===== src/rtl/cpu65xx_status_reg_pkg.sv =====
// Shared 65xx microcode constants: flag bit positions in P and setClrOp encodings.
// Used by the status register, the ALU and the microcode ROM generator.
package cpu65xx_status_reg_pkg;

    localparam int C_BIT_IN_P = 0;
    localparam int Z_BIT_IN_P = 1;
    localparam int I_BIT_IN_P = 2;
    localparam int D_BIT_IN_P = 3;
    localparam int B_BIT_IN_P = 4;
    localparam int V_BIT_IN_P = 6;
    localparam int N_BIT_IN_P = 7;

    typedef enum logic [2:0] {
        SC_NONE = 3'd0,
        SC_SEC  = 3'd1,
        SC_CLC  = 3'd2,
        SC_SED  = 3'd3,
        SC_CLD  = 3'd4,
        SC_SEI  = 3'd5,
        SC_CLI  = 3'd6,
        SC_CLV  = 3'd7
    } set_clr_op_e;

    // Bit 5 always reads as 1; B only exists in the pushed copy.
    function automatic logic [7:0] pack_p(input logic n, input logic v, input logic b,
                                          input logic d, input logic i, input logic z,
                                          input logic c);
        return {n, v, 1'b1, b, d, i, z, c};
    endfunction

endpackage


===== src/rtl/cpu65xx_status_reg_if.sv =====
// Flag interface between ALU/microcode (master) and the status register (slave).
// Carries ALU flag results, microcode controls and the P views fed back to the core.
interface cpu65xx_status_reg_if;
    logic       aluCarry;
    logic       aluZero;
    logic       aluNegative;
    logic       aluOverflow;
    logic [3:0] flagWrite;
    logic [2:0] setClrOp;
    logic       loadP;
    logic       loadIsRti;
    logic [7:0] dataIn;
    logic       interruptEntry;
    logic       pushIsBrk;
    logic       instrBoundary;
    logic [7:0] pFlags;
    logic [7:0] pushValue;
    logic       carryFlag;
    logic       overflowFlag;
    logic       decimalFlag;
    logic       irqMask;

    modport master (
        output aluCarry, aluZero, aluNegative, aluOverflow, flagWrite, setClrOp,
               loadP, loadIsRti, dataIn, interruptEntry, pushIsBrk, instrBoundary,
        input  pFlags, pushValue, carryFlag, overflowFlag, decimalFlag, irqMask
    );

    modport slave (
        input  aluCarry, aluZero, aluNegative, aluOverflow, flagWrite, setClrOp,
               loadP, loadIsRti, dataIn, interruptEntry, pushIsBrk, instrBoundary,
        output pFlags, pushValue, carryFlag, overflowFlag, decimalFlag, irqMask
    );
endinterface


===== src/rtl/cpu65xx_imask_delay.sv =====
// Effective IRQ mask: I reaches irqMask through iStage at instruction boundaries,
// or in the same edge on an immediate write (RTI, interrupt entry) or when DELAY_I=0.
module cpu65xx_imask_delay #(
    parameter bit DELAY_I = 1'b1,
    parameter bit RESET_I = 1'b1
) (
    input  logic clk,
    input  logic reset_n,
    input  logic i_next,
    input  logic i_imm_wr,
    input  logic instr_boundary,
    output logic irq_mask
);

    logic i_stage_q, i_stage_d;
    logic irq_mask_q, irq_mask_d;

    always_comb begin
        i_stage_d  = i_stage_q;
        irq_mask_d = irq_mask_q;
        if (!DELAY_I || i_imm_wr) begin
            i_stage_d  = i_next;
            irq_mask_d = i_next;
        end else if (instr_boundary) begin
            // iStage samples I after this edge's update, so a coincident SEI/CLI lands here
            irq_mask_d = i_stage_q;
            i_stage_d  = i_next;
        end
    end

    always_ff @(posedge clk or negedge reset_n) begin
        if (!reset_n) begin
            i_stage_q  <= RESET_I;
            irq_mask_q <= RESET_I;
        end else begin
            i_stage_q  <= i_stage_d;
            irq_mask_q <= irq_mask_d;
        end
    end

    assign irq_mask = irq_mask_q;

endmodule


===== src/rtl/cpu65xx_status_reg.sv =====
// 65xx processor status register P: ALU flag writeback, SEx/CLx, PLP/RTI, interrupt entry.
// Define CPU65XX_CMOS_DCLR_EN to clear D on interrupt entry (65C02); default keeps D (NMOS).
module cpu65xx_status_reg
    import cpu65xx_status_reg_pkg::*;
#(
    parameter logic [7:0] RESET_P = 8'h34,
    parameter bit         DELAY_I = 1'b1
) (
    input logic                  clk,
    input logic                  reset_n,
    cpu65xx_status_reg_if.slave  bus
);

    logic c_q, c_d;
    logic z_q, z_d;
    logic i_q, i_d;
    logic d_q, d_d;
    logic v_q, v_d;
    logic n_q, n_d;
    logic i_imm_wr;

    // Later assignments override earlier ones, giving the flag priority order.
    always_comb begin
        c_d = c_q;
        z_d = z_q;
        i_d = i_q;
        d_d = d_q;
        v_d = v_q;
        n_d = n_q;

        if (bus.flagWrite[0]) c_d = bus.aluCarry;
        if (bus.flagWrite[1]) z_d = bus.aluZero;
        if (bus.flagWrite[2]) v_d = bus.aluOverflow;
        if (bus.flagWrite[3]) n_d = bus.aluNegative;

        case (set_clr_op_e'(bus.setClrOp))
            SC_SEC:  c_d = 1'b1;
            SC_CLC:  c_d = 1'b0;
            SC_SED:  d_d = 1'b1;
            SC_CLD:  d_d = 1'b0;
            SC_SEI:  i_d = 1'b1;
            SC_CLI:  i_d = 1'b0;
            SC_CLV:  v_d = 1'b0;
            default: ;
        endcase

        if (bus.loadP) begin
            c_d = bus.dataIn[C_BIT_IN_P];
            z_d = bus.dataIn[Z_BIT_IN_P];
            i_d = bus.dataIn[I_BIT_IN_P];
            d_d = bus.dataIn[D_BIT_IN_P];
            v_d = bus.dataIn[V_BIT_IN_P];
            n_d = bus.dataIn[N_BIT_IN_P];
        end

        if (bus.interruptEntry) begin
            i_d = 1'b1;
`ifdef CPU65XX_CMOS_DCLR_EN
            d_d = 1'b0;
`else
            d_d = d_d;
`endif
        end

        i_imm_wr = bus.interruptEntry | (bus.loadP & bus.loadIsRti);
    end

    always_ff @(posedge clk or negedge reset_n) begin
        if (!reset_n) begin
            c_q <= RESET_P[C_BIT_IN_P];
            z_q <= RESET_P[Z_BIT_IN_P];
            i_q <= RESET_P[I_BIT_IN_P];
            d_q <= RESET_P[D_BIT_IN_P];
            v_q <= RESET_P[V_BIT_IN_P];
            n_q <= RESET_P[N_BIT_IN_P];
        end else begin
            c_q <= c_d;
            z_q <= z_d;
            i_q <= i_d;
            d_q <= d_d;
            v_q <= v_d;
            n_q <= n_d;
        end
    end

    cpu65xx_imask_delay #(
        .DELAY_I (DELAY_I),
        .RESET_I (RESET_P[I_BIT_IN_P])
    ) u_imask_delay (
        .clk            (clk),
        .reset_n        (reset_n),
        .i_next         (i_d),
        .i_imm_wr       (i_imm_wr),
        .instr_boundary (bus.instrBoundary),
        .irq_mask       (bus.irqMask)
    );

    assign bus.pFlags       = pack_p(n_q, v_q, 1'b1, d_q, i_q, z_q, c_q);
    assign bus.pushValue    = pack_p(n_q, v_q, bus.pushIsBrk, d_q, i_q, z_q, c_q);
    assign bus.carryFlag    = c_q;
    assign bus.overflowFlag = v_q;
    assign bus.decimalFlag  = d_q;

endmodule


===== src/flat_wrapper.sv =====
// flat-port wrapper written by rule: the top's interface ports become plain ports
module cpu65xx_status_reg_flat import cpu65xx_status_reg_pkg::*;
#(
    parameter logic [7:0] RESET_P = 8'h34,
    parameter bit         DELAY_I = 1'b1
)
  (clk, reset_n, bus_aluCarry, bus_aluZero, bus_aluNegative, bus_aluOverflow, bus_flagWrite, bus_setClrOp, bus_loadP, bus_loadIsRti, bus_dataIn, bus_interruptEntry, bus_pushIsBrk, bus_instrBoundary, bus_pFlags, bus_pushValue, bus_carryFlag, bus_overflowFlag, bus_decimalFlag, bus_irqMask);
  cpu65xx_status_reg_if bus_i ();
  input logic clk;
  input logic reset_n;
  input wire logic [$bits(bus_i.aluCarry)-1:0] bus_aluCarry;
  input wire logic [$bits(bus_i.aluZero)-1:0] bus_aluZero;
  input wire logic [$bits(bus_i.aluNegative)-1:0] bus_aluNegative;
  input wire logic [$bits(bus_i.aluOverflow)-1:0] bus_aluOverflow;
  input wire logic [$bits(bus_i.flagWrite)-1:0] bus_flagWrite;
  input wire logic [$bits(bus_i.setClrOp)-1:0] bus_setClrOp;
  input wire logic [$bits(bus_i.loadP)-1:0] bus_loadP;
  input wire logic [$bits(bus_i.loadIsRti)-1:0] bus_loadIsRti;
  input wire logic [$bits(bus_i.dataIn)-1:0] bus_dataIn;
  input wire logic [$bits(bus_i.interruptEntry)-1:0] bus_interruptEntry;
  input wire logic [$bits(bus_i.pushIsBrk)-1:0] bus_pushIsBrk;
  input wire logic [$bits(bus_i.instrBoundary)-1:0] bus_instrBoundary;
  output wire logic [$bits(bus_i.pFlags)-1:0] bus_pFlags;
  output wire logic [$bits(bus_i.pushValue)-1:0] bus_pushValue;
  output wire logic [$bits(bus_i.carryFlag)-1:0] bus_carryFlag;
  output wire logic [$bits(bus_i.overflowFlag)-1:0] bus_overflowFlag;
  output wire logic [$bits(bus_i.decimalFlag)-1:0] bus_decimalFlag;
  output wire logic [$bits(bus_i.irqMask)-1:0] bus_irqMask;
  assign bus_i.aluCarry = bus_aluCarry;
  assign bus_i.aluZero = bus_aluZero;
  assign bus_i.aluNegative = bus_aluNegative;
  assign bus_i.aluOverflow = bus_aluOverflow;
  assign bus_i.flagWrite = bus_flagWrite;
  assign bus_i.setClrOp = bus_setClrOp;
  assign bus_i.loadP = bus_loadP;
  assign bus_i.loadIsRti = bus_loadIsRti;
  assign bus_i.dataIn = bus_dataIn;
  assign bus_i.interruptEntry = bus_interruptEntry;
  assign bus_i.pushIsBrk = bus_pushIsBrk;
  assign bus_i.instrBoundary = bus_instrBoundary;
  assign bus_pFlags = bus_i.pFlags;
  assign bus_pushValue = bus_i.pushValue;
  assign bus_carryFlag = bus_i.carryFlag;
  assign bus_overflowFlag = bus_i.overflowFlag;
  assign bus_decimalFlag = bus_i.decimalFlag;
  assign bus_irqMask = bus_i.irqMask;
  cpu65xx_status_reg #(.RESET_P(RESET_P), .DELAY_I(DELAY_I)) u_core (.clk(clk), .reset_n(reset_n), .bus(bus_i));
endmodule

===== config.mk =====
export PLATFORM = sky130hd
export DESIGN_NAME = cpu65xx_status_reg_flat
export DESIGN_NICKNAME = d
export VERILOG_FILES = /design/src/rtl/cpu65xx_status_reg_pkg.sv /design/src/rtl/cpu65xx_status_reg_if.sv /design/src/rtl/cpu65xx_imask_delay.sv /design/src/rtl/cpu65xx_status_reg.sv /design/src/flat_wrapper.sv
export SDC_FILE = /design/constraint.sdc
export NUM_CORES = 1
export LEC_CHECK = 0
export ABC_CLOCK_PERIOD_IN_PS = 2200
export CORE_ASPECT_RATIO = 0.75
export CORE_MARGIN = 5
export CORE_UTILIZATION = 30
export DETAILED_ROUTE_END_ITERATION = 10
export HOLD_SLACK_MARGIN = 0.08
export PLACE_DENSITY = 0.77
export REMOVE_ABC_BUFFERS = 1
export SYNTH_ARGS = -nofsm -noshare
export SYNTH_HDL_FRONTEND = slang
export SYNTH_HIERARCHICAL = 1
export SYNTH_SLANG_ARGS = --single-unit

===== constraint.sdc =====
create_clock -name clk -period 2.2 [get_ports clk]
set_clock_uncertainty 0.2 [all_clocks]
set_input_delay 0.44 -clock clk [delete_from_list [all_inputs] [get_ports clk]]
set_output_delay 0.44 -clock clk [all_outputs]
set_load 0.03 [all_outputs]

==> results of run 1 <==
[cells in the final DEF (no fill, tap or decap), drive strengths merged, types with 2 or more instances in the layout]
| cell type | Yosys | final |
|---|---|---|
| a21o | 2 | 2 |
| a21oi | 4 | 4 |
| clkbuf | 0 | 4 |
| clkdlybuf4s50 | 0 | 38 |
| conb | 1 | 3 |
| dfrtp | 5 | 5 |
| dfstp | 3 | 3 |
| mux2i | 5 | 5 |
| nand2 | 4 | 4 |
| nand2b | 2 | 2 |
| nor2 | 2 | 2 |
| o21ai | 4 | 4 |
| o31ai | 2 | 2 |
[per-layer routing]
metal	global-route usage (%)	up-vias
met4	5.43	0
met2	18.1	28
met1	9.56	228
met3	8.68	2
li1	-	230
met5	0	-
[where the power goes]
part           internal (uW)  switching, uW
clock                   69.4           50.8
sequential               166           11.4
combinational           99.4            104
total                    335            166
[cells by family after synthesis]
logic type	after synthesis	share of synthesized area, %
AO/OA/AOI/OAI	15	18.7
AND/OR/NAND/NOR	9	7.71
buffers and inverters	17	23.4
multiplexers	6	11.4
flip-flops	8	38.1
other	1	0.700
[registers in the layout (all words and copies together), names as in the netlist]
signal,flops
u_core/bus.carryFlag,1
u_core/bus.decimalFlag,1
u_core/bus.overflowFlag,1
u_core/i_q,1
u_core/n_q,1
u_core/u_imask_delay/i_stage_q,1
u_core/u_imask_delay/irq_mask,1
u_core/z_q,1
[path summary, 6_finish.rpt]
check                                                        endpoint  slack, ns
hold / removal                       u_core/bus.carryFlag$_DFFE_PN0P_       0.24
setup reg to reg           u_core/u_imask_delay/i_stage_q$_DFFE_PN1P_       0.72
hold reg to reg             u_core/u_imask_delay/irq_mask$_DFFE_PN1P_       0.38
max in group asynchronous                        u_core/i_q$_DFF_PN1_       1.25
min in group clk            u_core/u_imask_delay/irq_mask$_DFFE_PN1P_       0.38
setup / recovery                                     bus_pushValue[2]       0.08
[layout make-up]
type | count | area (sq um)
multi-input combinational | 33 | 214
tap | 22 | 27.5
sequential | 8 | 204
clock buffer | 4 | 26.3
timing repair buffer | 39 | 388
fill | 163 | 848
[metrics by stage]
stage	cells	total power [uW]	cell area, sq um	util, %	setup slack, ns
3_5_place_dp	102	385	833	48.8	0.151
2_1_floorplan	41	272	418	-	0.592
5_1_grt	106	534	860	50.3	0.0394
4_1_cts	106	509	860	50.3	0.0722
3_3_place_gp	102	382	833	48.8	0.241
6_report	106	501	860	50.3	0.0849
==> metrics.md, run 1 <==
| Metric | Value |
|---|---|
| Status | finished clean |
| Post-synth EDFFs | 0 |
| R2R depth | 3 |
| Part of the Yosys area used for sequential elements | 38.1% |
| Routed wire length | around 1.3 mm |
| Final setup vio count | 0 |
| Synthesized flop and latch total | 8 |
| Grt total ovfl | 0 |
| Largest area contributor in the netlist | dfrtp_1 |
| Hold_ws | 0.244 ns |
| Via density | roughly 4.6 |
| Residual DRC | 0 |
| HPWL Detailed | 1.09 mm |
| Metal2 WL | 638 um |
| CP startpoint | u_core/i_q$_DFF_PN1_ |
| CP startpoint kind | register |
| Layout cell share with drive strength beyond 1 | 9.52% |
| Max Cap Viol | 0 |
| Period utilization | between 90 and 100% |
| Metal1 wirelength | 438 um |
| Top cells by area, synth | dfrtp_1 (23%), buf_4 (22%), dfstp_2 (15%) |
| Crit Path Class | register to output port |
| FP Rows | 13 |
| Syn avg cell area | 9.56 sq um |
| CP cell instances | clkdlybuf4s50_1 |
| Largest net degree at the start of global routing | 11 |
| Commonest cells in the synthesized netlist | buf_4 (16), dfrtp_1 (5), mux2i_1 (5) |
| CTS tree | built |
| Highest clock rate | 473 MHz |
| Initial antenna violation count | 0 |
| Met3 wire len | 211 um |
| Initial Utilization | 31.4% |
| Num ports | 46 |
| Max stage delay on crit path | 0.68 ns |
| Cts bufs inserted | 3 |
| Buffers & Inverters on Critical Path | 1 |
| Cell with the most instances after synthesis | buf_4 |
| Clock Tree Buf Depth | 2 |
| Post-Synthesis Cell Area | 536 sq um |
| Worst Path Arrival | 1.48 ns |
| Area Overhead vs Synth | 60.5% |
| DR WL/cell | roughly 12 um |
| Die Span Y | 46.6 um |
| H-tree levels | 1 |
| Setup repair bufs after CTS | 0 |
| Final slew viol count | 0 |
| Delay-heaviest family, CP | buffers and inverters |
| First-pass GRT wire length | about 2 mm |
| Ys Warns | 6 |
| Post-cts resize count | 0 |
| Gr usage total | ~11% |
| CORE AREA | 1710 sq um |
| Final Hold Viols | 0 |
| Clock sink count | 8 |
| Root Driver | clkbuf_4 |
| Routability Congestion | 0.754 |
| Worst vdd ir | 0.271 mV |
| Fin crit period | 2.12 ns |
| RSZ-0062 raised after global routing | false |
| Final #Nets | 111 |
| Cells after Synth | 56 |
| Via count | 488 |
| Clock Latency Late Sink | 0.25 ns |
| WP depth | 1 |
| Die Footprint | approximately 2700 sq um |
| CP max stage cell | clkdlybuf4s50_1 |
| Number of global-route vias before repair | about 470 |
| IO Port Bufs | 38 |
| Top layer in use | met4 |
| Maximum fanout along the worst path | 4 |
| Yosys cell types | 19 |
| P_leak | 0.000362 uW |
| Most used DFF post-synth | dfrtp_1 |
| PwrDens | 583 nW/um^2 |
| Clk slew on worst S/H paths | 0.06 ns |
| Crit path required time | 1.56 ns |
| Reg2reg start | u_core/i_q$_DFF_PN1_ |
| Ys async rst share | 100% |
| Hold buffers post-CTS | 0 |
| Antenna-violating nets left | 0 |
| Die Width | between 50 and 60 um |
| DRT Pass-1 Iters | 2 |
| Crit. End Element | output port |
| Final setup TNS | 0 ns |
| Drt initial violations | 4 |
| ANT cells | 0 |
| Top-area cell type share of the netlist area | 23.4% |
| HP Class | input pin to asynchronous set/reset pin |
Power figures use the tool's default switching activity.
==> run 2: changes to the inputs <==
--- a/config.mk
+++ b/config.mk
@@ -10,8 +10,8 @@
 export CORE_MARGIN = 5
 export CORE_UTILIZATION = 30
 export DETAILED_ROUTE_END_ITERATION = 10
+export DONT_BUFFER_PORTS = 1
 export HOLD_SLACK_MARGIN = 0.08
-export PLACE_DENSITY = 0.77
 export REMOVE_ABC_BUFFERS = 1
 export SYNTH_ARGS = -nofsm -noshare
 export SYNTH_HDL_FRONTEND = slang
==> run 2 against run 1 <==
- global-route usage decreased by 2.7 points
- count of clock-buffer cells in the layout unchanged
- die area stayed put
- core utilization fell by 20 points
- combinational power fell by 50%
- first-iteration DRC count is 100% higher
- register-to-register slack gained 0.09 ns
==> metrics.md, run 2 (synthesized netlist as in run 1, its figures left out) <==
| Metric | Value |
|---|---|
| Max stage delay on crit path | 0.54 ns (was 0.68 ns) |
| Sequential cell area | 204 sq um (unchanged) |
| Pwr Total | 416 uW (was 501 uW) |
| Cts bufs inserted | 3 (unchanged) |
| DR WL/cell | 15.2 um (was 12.2 um) |
| Setup repair bufs after CTS | 0 (unchanged) |
| Highest clock rate | 610 MHz (was 473 MHz) |
| Antenna-violating nets left | 0 (unchanged) |
| Crit Path Class | register to output port (unchanged) |
| Via density | 4.66 (was 4.60) |
| CP cell instances | buf_4 (was clkdlybuf4s50_1) |
| Num ports | 46 (unchanged) |
| Die Footprint | 2740 sq um (unchanged) |
| Residual DRC | 0 (unchanged) |
| Fin crit period | 1.64 ns (was 2.12 ns) |
| Final #Nets | 78 (was 111) |
| CTS tree | built (unchanged) |
| Commonest cells after routing, fill and taps aside | mux2i_1 (5), dfrtp_1 (5) (was clkdlybuf4s50_1 (38), mux2i_1 (5), dfrtp_1 (5)) |
| Hold Path Sink | u_core/n_q$_DFFE_PN0P_ |
| CP startpoint kind | register (unchanged) |
| PwrDens | 797 nW/um^2 (was 583 nW/um^2) |
| HPWL Detailed | 861 um (was 1.09 mm) |
| Gr usage total | 8.15% (was 10.9%) |
| R2R depth | 4 (was 3) |
| Period utilization | 74.5% (was 96.1%) |
| Crit. End Element | output port (unchanged) |
| Place WS | 0.766 ns (was 0.151 ns) |
| Routed wire length | 1.11 mm (was 1.30 mm) |
| DRT Pass-1 Iters | 2 (unchanged) |
| Post-layout util | 30.5% (was 50.3%) |
| CP startpoint | u_core/i_q$_DFF_PN1_ (unchanged) |
| P_leak | 0.000237 uW (was 0.000362 uW) |
| Post-route worst setup slack | 0.561 ns (was 0.0849 ns) |
| H-tree levels | 1 (unchanged) |
| Grt total ovfl | 0 (unchanged) |
| Via count | 340 (was 488) |
| FP Rows | 13 (unchanged) |
| Buffers & Inverters on Critical Path | 1 (unchanged) |
| Area Overhead vs Synth | -2.57% (was 60.5%) |
| Initial Utilization | 31.4% (unchanged) |
| Delay-heaviest family, CP | flip-flops (was buffers and inverters) |
| Worst vdd ir | 0.374 mV (was 0.271 mV) |
| Hold Crit Depth | 1 |
| Crit path required time | 1.56 ns (about the same) |
| Flop2flop setup slack | 0.81 ns (was 0.72 ns) |
| Clock sink count | 8 (unchanged) |
| Area of the multi-input gates | 214 sq um (unchanged) |
| Worst hold start | bus_loadP |
| Number of global-route vias before repair | 342 (was 465) |
| Routability Congestion | 0.653 (was 0.754) |
| RSZ-0062 raised after global routing | false (unchanged) |
| Slew @ Worst Pin | ~0.56 ns |
| Clock Latency Late Sink | 0.25 ns (about the same) |
| Drt initial violations | 8 (was 4) |
| Layout cell share with drive strength beyond 1 | 21.6% (was 9.52%) |
| Final Hold Viols | 0 (unchanged) |
| Maximum fanout along the worst path | 3 (was 4) |
| Reg-to-reg endpoint | u_core/u_imask_delay/irq_mask$_DFFE_PN1P_ (was u_core/u_imask_delay/i_stage_q$_DFFE_PN1P_) |
| CP max stage cell | dfstp_2 (was clkdlybuf4s50_1) |
| Initial antenna violation count | 0 (unchanged) |
| Max Cap Viol | 0 (unchanged) |
| HP Class | input pin to register (was input pin to asynchronous set/reset pin) |
| Status | finished clean (unchanged) |
| Slew headroom | between 60 and 70% |
| Clock Tree Buf Depth | 2 (unchanged) |
| Die Span Y | 46.6 um (unchanged) |
| Hold_ws | 0.0920 ns (was 0.244 ns) |
| Fillcell total | 192 (was 163) |
| IO Port Bufs | 0 (was 38) |
| Worst Path Arrival | 1.00 ns (was 1.48 ns) |
| Final setup TNS | 0 ns (unchanged) |
| Clk slew on worst S/H paths | 0.06 ns (about the same) |
| CORE AREA | 1710 sq um (unchanged) |
| Reg2reg start | u_core/i_q$_DFF_PN1_ (unchanged) |
| Root Driver | clkbuf_4 (unchanged) |
| Largest net degree at the start of global routing | 14 (was 11) |
| Die Width | 58.8 um (unchanged) |
| Final setup vio count | 0 (unchanged) |
| First-pass GRT wire length | 1.55 mm (was 2.05 mm) |
| ANT cells | 0 (unchanged) |
| Final slew viol count | 0 (unchanged) |
## run 2: report_power, final
part | internal [uW] | switching [uW]
clock network | 69.5 | 52.1
registers | 166 | 27.8
logic | 29.9 | 71.0
total | 265 | 151
## run 2: metrics by stage
| stage | cells | area, sq um |
|---|---|---|
| 5_1_grt | 73 | 522 |
| 3_5_place_dp | 67 | 475 |
| 6_report | 73 | 522 |
| 2_1_floorplan | 41 | 418 |
| 4_1_cts | 73 | 522 |
| 3_3_place_gp | 67 | 475 |
## run 2: area by class of cell
cell class | count | area share, %
multi-input cells | 33 | 41.0
well taps | 22 | 5.28
flip-flops and latches | 8 | 39.1
repair buffers | 6 | 9.59
clock buffers | 4 | 5.04
## run 2: routing by layer
| layer | wire, um | share of wire (%) | global-route usage [%] |
|---|---|---|---|
| met1 | 502 | 45 | 10.2 |
| met5 | 0 | 0 | 0 |
| met3 | 168 | 15 | 5.60 |
| met4 | 0 | 0 | 1.36 |
| met2 | 438 | 39 | 11.7 |
## run 2: worst max path at each step
stage | to | slack, ns | cells after the start
after floorplan | u_core/bus.overflowFlag$_DFFE_PN0P_ | 0.59 | 3
after global placement | u_core/u_imask_delay/i_stage_q$_DFFE_PN1P_ | 0.80 | 4
after detailed placement | u_core/u_imask_delay/irq_mask$_DFFE_PN1P_ | 0.77 | 5
after CTS | bus_pushValue[2] | 0.55 | 1
after global routing | bus_pFlags[2] | 0.51 | 1
final | bus_pushValue[2] | 0.56 | 1
## run 2: worst reg2reg max path, delay by kind of cell (launching register included)
family	cells	cell delay, ns
flops	1	0.54
compound gates	3	0.49
simple gates	1	0.08
## run 2: timing repair
| action | 4_1_cts | 5_1_grt |
|---|---|---|
| hold endpoints to repair | 9 | 0 |
| resized for setup | 0 | 0 |
| hold buffers | 2 | 0 |
| endpoints found under the setup margin | 0 | 0 |
==> run 3: changes to the inputs <==
--- a/config.mk
+++ b/config.mk
@@ -5,7 +5,7 @@
 export SDC_FILE = /design/constraint.sdc
 export NUM_CORES = 1
 export LEC_CHECK = 0
-export ABC_CLOCK_PERIOD_IN_PS = 2200
+export ABC_CLOCK_PERIOD_IN_PS = 1600
 export CORE_ASPECT_RATIO = 0.75
 export CORE_MARGIN = 5
 export CORE_UTILIZATION = 30
==> constraint.sdc (replaced) <==
create_clock -name clk -period 1.6 [get_ports clk]
set_clock_uncertainty 0.2 [all_clocks]
set_input_delay 0.32 -clock clk [delete_from_list [all_inputs] [get_ports clk]]
set_output_delay 0.32 -clock clk [all_outputs]
set_load 0.03 [all_outputs]
==> run 3 against run 2 <==
- the run now ends with negative hold slack left
- critical path depth up 2
- worst setup slack got worse by 0.48 ns
- total power is 41% higher
- worst hold slack worse by 0.13 ns
- combinational power rose by 69%
- cell count grew 5.5%
- sequential share of layout area is 2.5 points lower
- wire length down 3.0%
- critical endpoint is now u_core/bus.decimalFlag$_DFFE_PN0P_
- largest cell class unchanged
- highest routed layer unchanged
==> metrics.md, run 3 (synthesized netlist as in run 1, its figures left out) <==
| Metric | Value |
|---|---|
| Final setup vio count | 0 (unchanged) |
| Final setup TNS | 0 ns (unchanged) |
| IO Port Bufs | 0 (unchanged) |
| PwrDens | 1050 nW/um^2 (was 797 nW/um^2) |
| Layout cell share with drive strength beyond 1 | 23.6% (was 21.6%) |
| Number of global-route vias before repair | 326 (was 342) |
| Crit path required time | 1.54 ns (was 1.56 ns) |
| P_leak | 0.000256 uW (was 0.000237 uW) |
| Final slew viol count | 0 (unchanged) |
| Grt total ovfl | 0 (unchanged) |
| Crit. End Element | register (was output port) |
| Post-cts resize count | 0 (unchanged) |
| Highest clock rate | 658 MHz |
| Drt initial violations | 7 (was 8) |
| Via density | 4.58 (was 4.66) |
| Gr usage total | 7.85% (was 8.15%) |
| Area Overhead vs Synth | 3.97% (was -2.57%) |
| Worst Path Arrival | 1.46 ns (was 1.00 ns) |
| Fillcell total | 188 (was 192) |
| Num ports | 46 (unchanged) |
| Initial Utilization | 31.4% (unchanged) |
| Max Cap Viol | 0 (unchanged) |
| Antenna-violating nets left | 0 (unchanged) |
| Failing checks | negative hold slack |
| Routability Congestion | 0.656 (was 0.653) |
| Initial antenna violation count | 0 (unchanged) |
| Die Span Y | 46.6 um (unchanged) |
| Clock sink count | 8 (unchanged) |
| Residual DRC | 0 (unchanged) |
| DRT Pass-1 Iters | 4 (was 2) |
| Hold buffers post-CTS | 3 (was 2) |
| DR WL/cell | 14.0 um (was 15.2 um) |
| CP startpoint kind | register (unchanged) |
| Placed Cells incl. Taps | 69 (was 67) |
| Largest net degree at the start of global routing | 14 (unchanged) |
| Worst vdd ir | 0.459 mV (was 0.374 mV) |
| First-pass GRT wire length | 1.50 mm (was 1.55 mm) |
| CTS tree | built (unchanged) |
| Final Hold Viols | 4 (was 0) |
| Via count | 353 (was 340) |
| Clock Tree Buf Depth | 2 (unchanged) |
| Post-route worst setup slack | 0.0809 ns (was 0.561 ns) |
| Commonest non-fill, non-tap cell in the layout | buf_4 |
| FP Rows | 13 (unchanged) |
| Period utilization | between 90% and 100% |
| Crit Path Class | register to register (was register to output port) |
| Clk slew on worst S/H paths | 0.06 ns (about the same) |
| HPWL Detailed | 874 um (was 861 um) |
| Root Driver | clkbuf_4 (unchanged) |
| Fin crit period | 1.52 ns |
| Cts bufs inserted | 3 (unchanged) |
| Clock Latency Late Sink | 0.25 ns (about the same) |
| Setup repair bufs after CTS | 0 (unchanged) |
| Commonest cells after routing, fill and taps aside | buf_4 (6), mux2i_1 (5), dfrtp_1 (5) (was mux2i_1 (5), dfrtp_1 (5)) |
| Maximum fanout along the worst path | 3 (unchanged) |
| Die Footprint | 2740 sq um (unchanged) |
| Status | finished, violations left (was finished clean) |
| HP Class | input pin to register (unchanged) |
| ANT cells | 0 (unchanged) |
| Die Width | 58.8 um (unchanged) |
| H-tree levels | 1 (unchanged) |
| Place WS | 0.220 ns (was 0.766 ns) |
| Hold_ws | -0.0352 ns (was 0.0920 ns) |
| Routed wire length | 1.08 mm (was 1.11 mm) |
| RSZ-0062 raised after global routing | false (unchanged) |
| Final #Nets | 82 (was 78) |
| CORE AREA | 1710 sq um (unchanged) |
| Non-filler cells, final | 77 (was 73) |
run 3: critical path, stage by stage (launching register included):
cell           delay, ns
dfrtp_1             0.41
a21oi_1             0.17
o31ai_2             0.08
dlygate4sd3_1       0.55
run 3: metal layers:
layer / GRT usage, % / share of wire, % / up-vias
met4: 2.71 / 0 / 0
met5: 0 / 0 / -
met3: 6.16 / 16 / 0
li1: - / - / 171
met1: 9.32 / 44 / 153
met2: 10.6 / 40 / 29
run 3: report_power, final:
part | switching, uW | internal, uW
Combinational | 120 | 51.6
Clock | 72.8 | 95.7
Sequential | 17.0 | 228
Total | 210 | 375
run 3: final timing paths:
kind / start / end / slack [ns] / cells after the start
setup / recovery: u_core/bus.decimalFlag$_DFFE_PN0P_ / u_core/bus.decimalFlag$_DFFE_PN0P_ / 0.08 / 3
hold reg to reg: u_core/u_imask_delay/i_stage_q$_DFFE_PN1P_ / u_core/u_imask_delay/irq_mask$_DFFE_PN1P_ / 0.38 / 2
max in group asynchronous: reset_n / u_core/u_imask_delay/i_stage_q$_DFFE_PN1P_ / 0.67 / 1
hold / removal: bus_loadP / u_core/n_q$_DFFE_PN0P_ / -0.04 / 1
setup reg to reg: u_core/bus.decimalFlag$_DFFE_PN0P_ / u_core/bus.decimalFlag$_DFFE_PN0P_ / 0.08 / 3
min in group asynchronous: reset_n / u_core/bus.decimalFlag$_DFFE_PN0P_ / 0.22 / 1
run 3: per-stage QoR:
step                      hold slack (ns)  utilization (%)  total power, uW  cell area, sq um
final                             -0.0352             32.6              585               557
after floorplan                    -0.176                -              375               418
after global routing              -0.0456             32.6              621               557
after global placement             -0.175             28.7              406               490
after CTS                         -0.0408             32.0              593               547
after detailed placement           -0.175             28.7              408               490
run 3: area by class of cell:
class	count	area, sq um	share of cell area (%)
Clock buffer	4	26.3	4.72
Multi-Input combinational cell	33	214	38.4
Sequential cell	8	204	36.6
Tap cell	22	27.5	4.94
Timing Repair Buffer	10	85.1	15.3
